$ cat config.mk
export PLATFORM = sky130hd
export DESIGN_NAME = kernel_convolver
export DESIGN_NICKNAME = d
export VERILOG_FILES = /design/src/rtl/kernel_convolver.sv
export SDC_FILE = /design/constraint.sdc
export NUM_CORES = 2
export LEC_CHECK = 0
export ABC_AREA = 1
export CORE_MARGIN = 2
export CORE_UTILIZATION = 45
export CTS_CLUSTER_SIZE = 30
export DETAILED_ROUTE_END_ITERATION = 12
export SETUP_SLACK_MARGIN = 0.15
export SLEW_MARGIN = 20
export SYNTH_ARGS = -nofsm -noshare
export SYNTH_HDL_FRONTEND = slang
export SYNTH_SLANG_ARGS = --single-unit
$ cat constraint.sdc
create_clock -name clk -period 29.6 [get_ports clk]
set_clock_uncertainty 0.15 [all_clocks]
set_input_delay 7.4 -clock clk [delete_from_list [all_inputs] [get_ports clk]]
set_output_delay 7.4 -clock clk [all_outputs]
set_load 0.005 [all_outputs]
$ cat src/rtl/kernel_convolver.sv
// kernel_convolver: three-stage pipelined 3x3 convolver with valid/ready on
// both sides and full backpressure.
//
// Kernel is chosen per window by mode:
//   00 4-neighbour Laplacian, 01 weighted 8-neighbour Laplacian,
//   10 programmable signed coefficients, 11 centre pixel pass-through.
// S1 registers nine signed products. S2 registers three row sums. S3 (the
// output register) holds the shifted, saturated result.
//
// Optional build macro KERNEL_CONVOLVER_ABS_EN: a negative shifted sum is
// replaced by its magnitude, so only the high clamp can set sat_flag.
//
// Ports:
//   clk, reset            clock, asynchronous active-high reset
//   in_valid / in_ready   window handshake (in_ready = pipeline advance)
//   window                nine pixels, pixel_k at [(k+1)*BPP-1 : k*BPP]
//   mode, out_shift       kernel select and arithmetic right shift, per window
//   coef_we/addr/data     programmable coefficient write port (addr 9..15 ignored)
//   out_valid / out_ready result handshake
//   conv_out, sat_flag    saturated result and clip indicator
module kernel_convolver #(
   parameter int BIT_PER_PIXEL = 8,
   parameter int COEF_WIDTH    = 5,
   parameter int ACC_WIDTH     = BIT_PER_PIXEL + COEF_WIDTH + 4
) (
   input  logic                          clk,
   input  logic                          reset,
   input  logic                          in_valid,
   output logic                          in_ready,
   input  logic [9*BIT_PER_PIXEL-1:0]    window,
   input  logic [1:0]                    mode,
   input  logic [3:0]                    out_shift,
   input  logic                          coef_we,
   input  logic [3:0]                    coef_addr,
   input  logic [COEF_WIDTH-1:0]         coef_data,
   output logic                          out_valid,
   input  logic                          out_ready,
   output logic [BIT_PER_PIXEL-1:0]      conv_out,
   output logic                          sat_flag
);

   localparam int PW = BIT_PER_PIXEL;
   localparam logic [1:0] MODE_LAP4 = 2'b00;
   localparam logic [1:0] MODE_LAP8 = 2'b01;
   localparam logic [1:0] MODE_PROG = 2'b10;
   localparam logic [1:0] MODE_PASS = 2'b11;
   localparam int LAP4 [9] = '{0, 1, 0, 1, -4, 1, 0, 1, 0};
   localparam int LAP8 [9] = '{1, 2, 1, 2, -12, 2, 1, 2, 1};
   localparam logic signed [ACC_WIDTH-1:0] PIX_MAX = ACC_WIDTH'((1 << PW) - 1);

   logic signed [COEF_WIDTH-1:0] r_coef [9];

   logic                         r_s1_valid;
   logic [1:0]                   r_s1_mode;
   logic [3:0]                   r_s1_shift;
   logic signed [ACC_WIDTH-1:0]  r_s1_prod [9];

   logic                         r_s2_valid;
   logic [1:0]                   r_s2_mode;
   logic [3:0]                   r_s2_shift;
   logic signed [ACC_WIDTH-1:0]  r_s2_row [3];

   logic                         r_out_valid;
   logic [PW-1:0]                r_conv;
   logic                         r_sat;

   logic                         w_advance;
   logic signed [ACC_WIDTH-1:0]  w_kern [9];
   logic signed [ACC_WIDTH-1:0]  w_pix [9];
   logic signed [ACC_WIDTH-1:0]  w_prod [9];
   logic signed [ACC_WIDTH-1:0]  w_sum;
   logic signed [ACC_WIDTH-1:0]  w_shifted;
`ifdef KERNEL_CONVOLVER_ABS_EN
   logic signed [ACC_WIDTH-1:0]  w_mag;
`endif
   logic [PW-1:0]                w_res;
   logic                         w_sat;

   assign w_advance = ~r_out_valid | out_ready;
   assign in_ready  = w_advance;
   assign out_valid = r_out_valid;
   assign conv_out  = r_conv;
   assign sat_flag  = r_sat;

   // Pass-through is realised as an identity kernel so it shares the
   // datapath; S3 then bypasses shift and saturation for that mode.
   always_comb begin
      for (int k = 0; k < 9; k++) begin
         w_pix[k]  = {{(ACC_WIDTH-PW){1'b0}}, window[k*PW +: PW]};
         w_kern[k] = '0;
         case (mode)
            MODE_LAP4: w_kern[k] = ACC_WIDTH'(LAP4[k]);
            MODE_LAP8: w_kern[k] = ACC_WIDTH'(LAP8[k]);
            MODE_PROG: w_kern[k] = {{(ACC_WIDTH-COEF_WIDTH){r_coef[k][COEF_WIDTH-1]}}, r_coef[k]};
            default:   w_kern[k] = (k == 4) ? ACC_WIDTH'(1) : '0;
         endcase
         w_prod[k] = w_pix[k] * w_kern[k];
      end
   end

   always_comb begin
      w_sum     = r_s2_row[0] + r_s2_row[1] + r_s2_row[2];
      w_shifted = w_sum >>> r_s2_shift;
      w_res     = '0;
      w_sat     = 1'b0;
`ifdef KERNEL_CONVOLVER_ABS_EN
      w_mag     = (w_shifted < 0) ? -w_shifted : w_shifted;
`endif
      if (r_s2_mode == MODE_PASS) begin
         w_res = w_sum[PW-1:0];
      end else begin
`ifdef KERNEL_CONVOLVER_ABS_EN
         if (w_mag > PIX_MAX) begin
            w_res = '1;
            w_sat = 1'b1;
         end else begin
            w_res = w_mag[PW-1:0];
         end
`else
         if (w_shifted < 0) begin
            w_res = '0;
            w_sat = 1'b1;
         end else if (w_shifted > PIX_MAX) begin
            w_res = '1;
            w_sat = 1'b1;
         end else begin
            w_res = w_shifted[PW-1:0];
         end
`endif
      end
   end

   // Pipeline: every stage moves together on advance, otherwise all hold.
   always_ff @(posedge clk or posedge reset) begin
      if (reset) begin
         r_s1_valid  <= 1'b0;
         r_s1_mode   <= '0;
         r_s1_shift  <= '0;
         r_s2_valid  <= 1'b0;
         r_s2_mode   <= '0;
         r_s2_shift  <= '0;
         r_out_valid <= 1'b0;
         r_conv      <= '0;
         r_sat       <= 1'b0;
         for (int k = 0; k < 9; k++) r_s1_prod[k] <= '0;
         for (int r = 0; r < 3; r++) r_s2_row[r]  <= '0;
      end else if (w_advance) begin
         r_s1_valid <= in_valid;
         r_s1_mode  <= mode;
         r_s1_shift <= out_shift;
         for (int k = 0; k < 9; k++) r_s1_prod[k] <= w_prod[k];

         r_s2_valid <= r_s1_valid;
         r_s2_mode  <= r_s1_mode;
         r_s2_shift <= r_s1_shift;
         for (int r = 0; r < 3; r++)
            r_s2_row[r] <= r_s1_prod[3*r] + r_s1_prod[3*r+1] + r_s1_prod[3*r+2];

         r_out_valid <= r_s2_valid;
         if (r_s2_valid) begin
            r_conv <= w_res;
            r_sat  <= w_sat;
         end
      end
   end

   // Coefficients reset to the identity kernel. A window accepted on the
   // same edge as a write already sampled the old value through w_prod.
   always_ff @(posedge clk or posedge reset) begin
      if (reset) begin
         for (int k = 0; k < 9; k++)
            r_coef[k] <= (k == 4) ? COEF_WIDTH'(1) : '0;
      end else begin
         for (int k = 0; k < 9; k++)
            if (coef_we && (coef_addr == 4'(k))) r_coef[k] <= coef_data;
      end
   end

endmodule
Word-level counts from Yosys, hierarchy flattened
Index checks and enable logic that the tools add are counted.

storage, ports and cells
  bits in registers = 273
  input port bits = 92
  logic and storage cells = 90

cells by class
  eq/ne operators = 11
  shift operators = 1
  multiply operators = 9
  bitwise logic cells = 2
  add/sub/neg operators = 8
  mux-type cells = 15
  order comparisons = 2
  reductions and logical operators = 12

operators with widths
  kind                 count
  $pmux 17 s3          5
  $mul 9x17->17        9
  $add 17x17->17       8
  $pmux 17 s2          4
  $mux 8               3
  $gt 17x9->1 const B  1
  $lt 17x1->1 const B  1
  $sshr 17x4->17       1
  $eq 4x3->1 const B   4
  $logic_and 1x1->1    9
  $eq 4x2->1 const B   2
  $eq 2x2->1 const B   2
  $eq 4x1->1 const B   1
  $eq 4x4->1 const B   1
  $logic_not 4->1      1
  $mux 1               3
  $eq 2x1->1 const B   1
  $logic_not 2->1      1
  $reduce_and 2->1     1
  $not 1->1            1
  $or 1x1->1           1

Depth between registers and ports, before layout
  word-level depth = 7
  gate-level depth with buffers = 33

Worst setup path before layout
OpenSTA, ideal clock, no wires.

  path kind = input port to output port
  start point = in out_ready
  end point = out in_ready
  arrival = 8.384 ns
  stages on the path = 4
  slack = 13.666 ns
  path buffers = 2
  data required time = 22.050 ns
  path through = nor2_1 -> clkinv_1 -> clkbuf_1 -> clkbuf_1

between the ends
  longest elaborated chain between the ends = 1

RTL lines
  item             line  RTL
  start, declared  37    input logic out_ready,
  $or 1x1->1       79    assign w_advance = ~r_out_valid | out_ready;
  end, declared    29    output logic in_ready,

No other way between the ends.

Final worst setup path
Same ends and word-level chain as after synthesis.

==> flow_summary.html <==
<table>
<tr><th>Metric</th><th>Value</th></tr>
<tr><th colspan="2">Place</th></tr>
<tr><td>Hpwl dp</td><td>62200 um</td></tr>
<tr><td>Post-place setup slack</td><td>12850 ps</td></tr>
<tr><td>I/O Buffers</td><td>102</td></tr>
<tr><td>Post-Place Cell Area</td><td>35200 um^2</td></tr>
<tr><td>Placer congestion estimate</td><td>0.866</td></tr>
<tr><th colspan="2">CTS</th></tr>
<tr><td>Later-pin clock latency in the skew report</td><td>550 ps</td></tr>
<tr><td>Number of buffers created by CTS</td><td>34</td></tr>
<tr><td>Clock tree root driver cell</td><td>sky130_fd_sc_hd__clkbuf_16</td></tr>
<tr><td>Hold Buf Count CTS</td><td>0</td></tr>
<tr><td>Longest Clk Path Bufs</td><td>3</td></tr>
<tr><td>Buffers inserted by post-CTS timing repair</td><td>0</td></tr>
<tr><td>Clock tree from TritonCTS</td><td>built</td></tr>
<tr><td>H-tree Lvls</td><td>2</td></tr>
<tr><td>Clock sinks</td><td>273</td></tr>
<tr><td>Clk pin slew, worst setup/hold paths</td><td>60 ps</td></tr>
<tr><td>Quantity of gates resized following cts</td><td>0</td></tr>
<tr><th colspan="2">Timing</th></tr>
<tr><td>Rel. slew slack</td><td>31.5%</td></tr>
<tr><td>Worst hold margin</td><td>318 ps</td></tr>
<tr><td>Transition time at the pin with the least slew margin</td><td>1030 ps</td></tr>
<tr><td>Unrepaired setup endpoints after global routing</td><td>no</td></tr>
<tr><td>Peak Freq</td><td>59.8 MHz</td></tr>
<tr><td>Count of final hold-check violations</td><td>0</td></tr>
<tr><td>Time the worst path needs with I/O delays and setup</td><td>16740 ps</td></tr>
<tr><td>Final-report max-slew violation count</td><td>0</td></tr>
<tr><td>Fraction of the cycle the final worst path needs</td><td>56.5%</td></tr>
<tr><td>Final Setup Violations</td><td>0</td></tr>
<tr><td>Min setup slack post-route</td><td>12860 ps</td></tr>
<tr><td>Sum of negative setup slack</td><td>0 ps</td></tr>
<tr><th colspan="2">Yosys</th></tr>
<tr><td>Mapped Area</td><td>33200 um^2</td></tr>
<tr><td>Flip-flop and latch count after synthesis</td><td>273</td></tr>
<tr><td>Synth top area cells</td><td>sky130_fd_sc_hd__fa_1, sky130_fd_sc_hd__dfrtp_1, sky130_fd_sc_hd__ha_1</td></tr>
<tr><td>Avg Cell Area, Syn</td><td>7.82 um^2</td></tr>
<tr><td>Post-synth cell types</td><td>40</td></tr>
<tr><td>Proportion of synthesized chip area in sequential cells</td><td>20.6%</td></tr>
<tr><td>Proportion of netlist area held by the largest area contributor</td><td>25.3%</td></tr>
<tr><td>Primary FF master, synth</td><td>sky130_fd_sc_hd__dfrtp_1</td></tr>
<tr><td>Count of yosys warnings during synthesis</td><td>0</td></tr>
<tr><td>Most area-hungry cell type in the Yosys netlist</td><td>sky130_fd_sc_hd__fa_1</td></tr>
<tr><td>Count of flip-flops with a built-in enable after synthesis</td><td>0</td></tr>
<tr><td>Instance count of the mapped netlist</td><td>4243</td></tr>
<tr><td>Synthesized net count</td><td>5097</td></tr>
<tr><td>Async set-reset flop share out of synthesis</td><td>100%</td></tr>
<tr><th colspan="2">Power and ir drop</th></tr>
<tr><td>Peak supply drop</td><td>0.000123 V</td></tr>
<tr><td>Leakage power of the design</td><td>19.8 nW</td></tr>
<tr><td>Sum of internal, switching and leakage power</td><td>3.23 mW</td></tr>
<tr><td>Pwr Density</td><td>89.1 nW/um^2</td></tr>
<tr><th colspan="2">Floorplanning</th></tr>
<tr><td>Row count</td><td>99</td></tr>
<tr><td>Boundary Pins</td><td>103</td></tr>
<tr><td>Area enclosed by the die boundary</td><td>75900 um^2</td></tr>
<tr><td>Core area</td><td>73000 um^2</td></tr>
<tr><td>Die span in x</td><td>276 um</td></tr>
<tr><td>Die H</td><td>276 um</td></tr>
<tr><td>Starting utilization of the core area</td><td>45.5%</td></tr>
<tr><th colspan="2">Worst setup path</th></tr>
<tr><td>Crit path buffers/inverters</td><td>3</td></tr>
<tr><td>Crit path DAT</td><td>9190 ps</td></tr>
<tr><td>Worst setup path class</td><td>in2out</td></tr>
<tr><td>Cell family with the largest share of critical-path delay</td><td>buffers and inverters</td></tr>
<tr><td>Worst setup SP type</td><td>primary input</td></tr>
<tr><td>Cell-by-cell listing of the critical path</td><td>clkdlybuf4s50_1 -&gt; nor2_4 -&gt; inv_6 -&gt; clkdlybuf4s50_1</td></tr>
<tr><td>Data required time at the worst endpoint</td><td>22050 ps</td></tr>
<tr><td>Crit Path Max Fanout</td><td>106</td></tr>
<tr><td>Critical path's largest stage delay</td><td>640 ps</td></tr>
<tr><td>Terminus of the critical flop-to-flop path</td><td>r_s1_prod[151]$_DFFE_PP0N_</td></tr>
<tr><td>Worst reg-to-reg setup slack</td><td>24100 ps</td></tr>
<tr><td>Library cell appearing most often on the critical path</td><td>sky130_fd_sc_hd__clkdlybuf4s50_1</td></tr>
<tr><td>Crit. End Element</td><td>output port</td></tr>
<tr><td>Number of cells on the worst reg-to-reg path</td><td>23</td></tr>
<tr><td>Critical-path cell with the highest stage delay</td><td>sky130_fd_sc_hd__clkdlybuf4s50_1</td></tr>
<tr><td>Crit Reg-Reg Startpoint</td><td>r_coef[44]$_DFFE_PP0P_</td></tr>
<tr><th colspan="2">Finish</th></tr>
<tr><td>Count of nets after finishing</td><td>5174</td></tr>
<tr><td>Final Instance Area</td><td>36300 um^2</td></tr>
<tr><td>Area overhead of the layout relative to synthesis</td><td>9.44%</td></tr>
<tr><td>Share of final-layout standard cells stronger than drive strength 1</td><td>3.25%</td></tr>
<tr><td>Count of antenna diodes in the layout</td><td>0</td></tr>
<tr><th colspan="2">Detailed routing</th></tr>
<tr><td>Average detailed-routed wire length per instance</td><td>14.2 um</td></tr>
<tr><td>Initial DRC Count</td><td>1248</td></tr>
<tr><td>Wire length reported by the detailed router</td><td>75300 um</td></tr>
<tr><td>Via-to-Cell Ratio</td><td>4.82</td></tr>
<tr><td>Via count</td><td>25600</td></tr>
<tr><td>First-pass iteration count of the detailed router</td><td>5</td></tr>
<tr><td>Remaining routing DRC violations</td><td>0</td></tr>
<tr><td>Routed Antenna Nets</td><td>0</td></tr>
<tr><th colspan="2">GRT</th></tr>
<tr><td>Leftover overflow at the end of global routing</td><td>0</td></tr>
<tr><td>Global-route usage over all layers</td><td>20.9%</td></tr>
<tr><td>Maximum number of pins on one net before global-route repair</td><td>175</td></tr>
<tr><td>Antenna violations before repair</td><td>1</td></tr>
<tr><td>Wire length of the first global-routing pass</td><td>128000 um</td></tr>
<tr><td>Number of global-route vias before repair</td><td>25500</td></tr>
<tr><th colspan="2">Worst hold path</th></tr>
<tr><td>Launch instance of the worst min-delay path</td><td>r_s1_mode[0]$_DFFE_PP0N_</td></tr>
<tr><td>Worst hold stages</td><td>2</td></tr>
<tr><td>Worst Hold Path EP</td><td>r_s2_mode[0]$_DFFE_PP0N_</td></tr>
<tr><td>Path category of the worst min-delay check</td><td>reg2reg</td></tr>
<tr><th colspan="2">Status</th></tr>
<tr><td>Run status</td><td>complete, no violations</td></tr>
<tr><th colspan="2">Flow run</th></tr>
<tr><td>Number of max-cap violations</td><td>0</td></tr>
</table>
==> tightest hold or removal path, stage by stage (launching register included) <==
cell,delay (ps)
sky130_fd_sc_hd__dfrtp_1,340
sky130_fd_sc_hd__nand2_1,50
sky130_fd_sc_hd__nand2_1,40
==> cells by family after synthesis <==
family / Yosys count / share of synthesized area [%]
compound gates: 468 / 7.84
fa+ha+maj: 762 / 38.2
xor+xnor: 44 / 1.16
simple gates: 1578 / 19.5
buf+inv: 1118 / 12.7
flops: 273 / 20.6
==> final cells by class <==
| cell class | count | area [um^2] |
|---|---|---|
| Clock buffer | 46 | 977 |
| Clock inverter | 14 | 110 |
| Fill cell | 7218 | 36700 |
| Inverter | 1051 | 3960 |
| Multi-Input combinational cell | 2852 | 22200 |
| Sequential cell | 273 | 6830 |
| Tap cell | 959 | 1200 |
| Timing Repair Buffer | 108 | 1080 |
==> flip-flops by register name, indices dropped and copies added (netlist names) <==
signal	cells
r_coef	45
r_s1_prod	153
r_s1_valid	1
r_s1_shift	4
r_s2_shift	4
r_s1_mode	2
conv_out	8
r_s2_row	51
sat_flag	1
r_s2_valid	1
out_valid	1
r_s2_mode	2
==> cell usage after synthesis, drive strengths merged, types with 8 or more instances <==
master and n:
xnor2 22, clkbuf 59, o21bai 24, nand3 198, o21ai 239, a21oi 133, a211oi 10, nor3 18
or2 30, and2 16, buf 8, nand4 10, dfrtp 272, nor2 403, a31oi 23, xor2 22
inv 1047, nand2 899, o31ai 13, fa 419, ha 343
==> metal layers <==
metal	vias to the layer above	track usage, %	wire (um)
li1	13000	-	-
met1	12100	29.6	36500
met2	348	34.4	34400
met3	79	3.06	2980
met4	2	3.95	1370
met5	-	0	13
==> cells in the final DEF, fill, tap and decap left out, drive strengths merged, types with 2 or more instances in the layout <==
cell / synthesis / routed
o211ai: 2 / 2
nand4: 10 / 10
a21oi: 133 / 133
a211oi: 10 / 10
inv: 1047 / 1052
nor3: 18 / 18
clkdlybuf4s50: 0 / 102
o31ai: 13 / 13
o2111ai: 3 / 3
a21o: 4 / 4
clkbuf: 59 / 46
xor2: 22 / 22
fa: 419 / 419
o21ai: 239 / 239
buf: 8 / 6
and2: 16 / 16
a22o: 6 / 6
nand3: 198 / 198
xnor2: 22 / 22
nor2: 403 / 403
dfrtp: 272 / 272
ha: 343 / 343
o22ai: 6 / 6
a21boi: 3 / 3
a31oi: 23 / 23
o21bai: 24 / 24
nand3b: 4 / 4
nand2: 899 / 899
or2: 30 / 30
clkinvlp: 0 / 4
clkinv: 4 / 9
==> worst max-delay path by stage <==
stage	slack (ps)	endpoint	depth (start not counted)	start
finish	12860	in_ready	4	out_ready
global route	12760	in_ready	4	out_ready
CTS	12840	in_ready	4	out_ready
detailed placement	12850	in_ready	4	out_ready
global placement	12850	in_ready	4	out_ready
floorplan	13670	in_ready	4	out_ready
==> per-stage QoR <==
step / util [%] / instances
2_1_floorplan: - / 4243
3_3_place_gp: 48.3 / 5243
3_5_place_dp: 48.3 / 5243
4_1_cts: 49.8 / 5303
5_1_grt: 49.8 / 5303
6_report: 49.8 / 5303
==> power by group <==
| part | internal (mW) | leakage [nW] | switching [mW] | total, mW |
|---|---|---|---|---|
| registers | 0.523 | 3.44 | 0.143 | 0.666 |
| logic | 0.803 | 15.8 | 1.36 | 2.16 |
| clock network | 0.235 | 0.528 | 0.172 | 0.407 |
| total | 1.56 | 19.8 | 1.67 | 3.23 |
(Power assumes the default switching activity.)
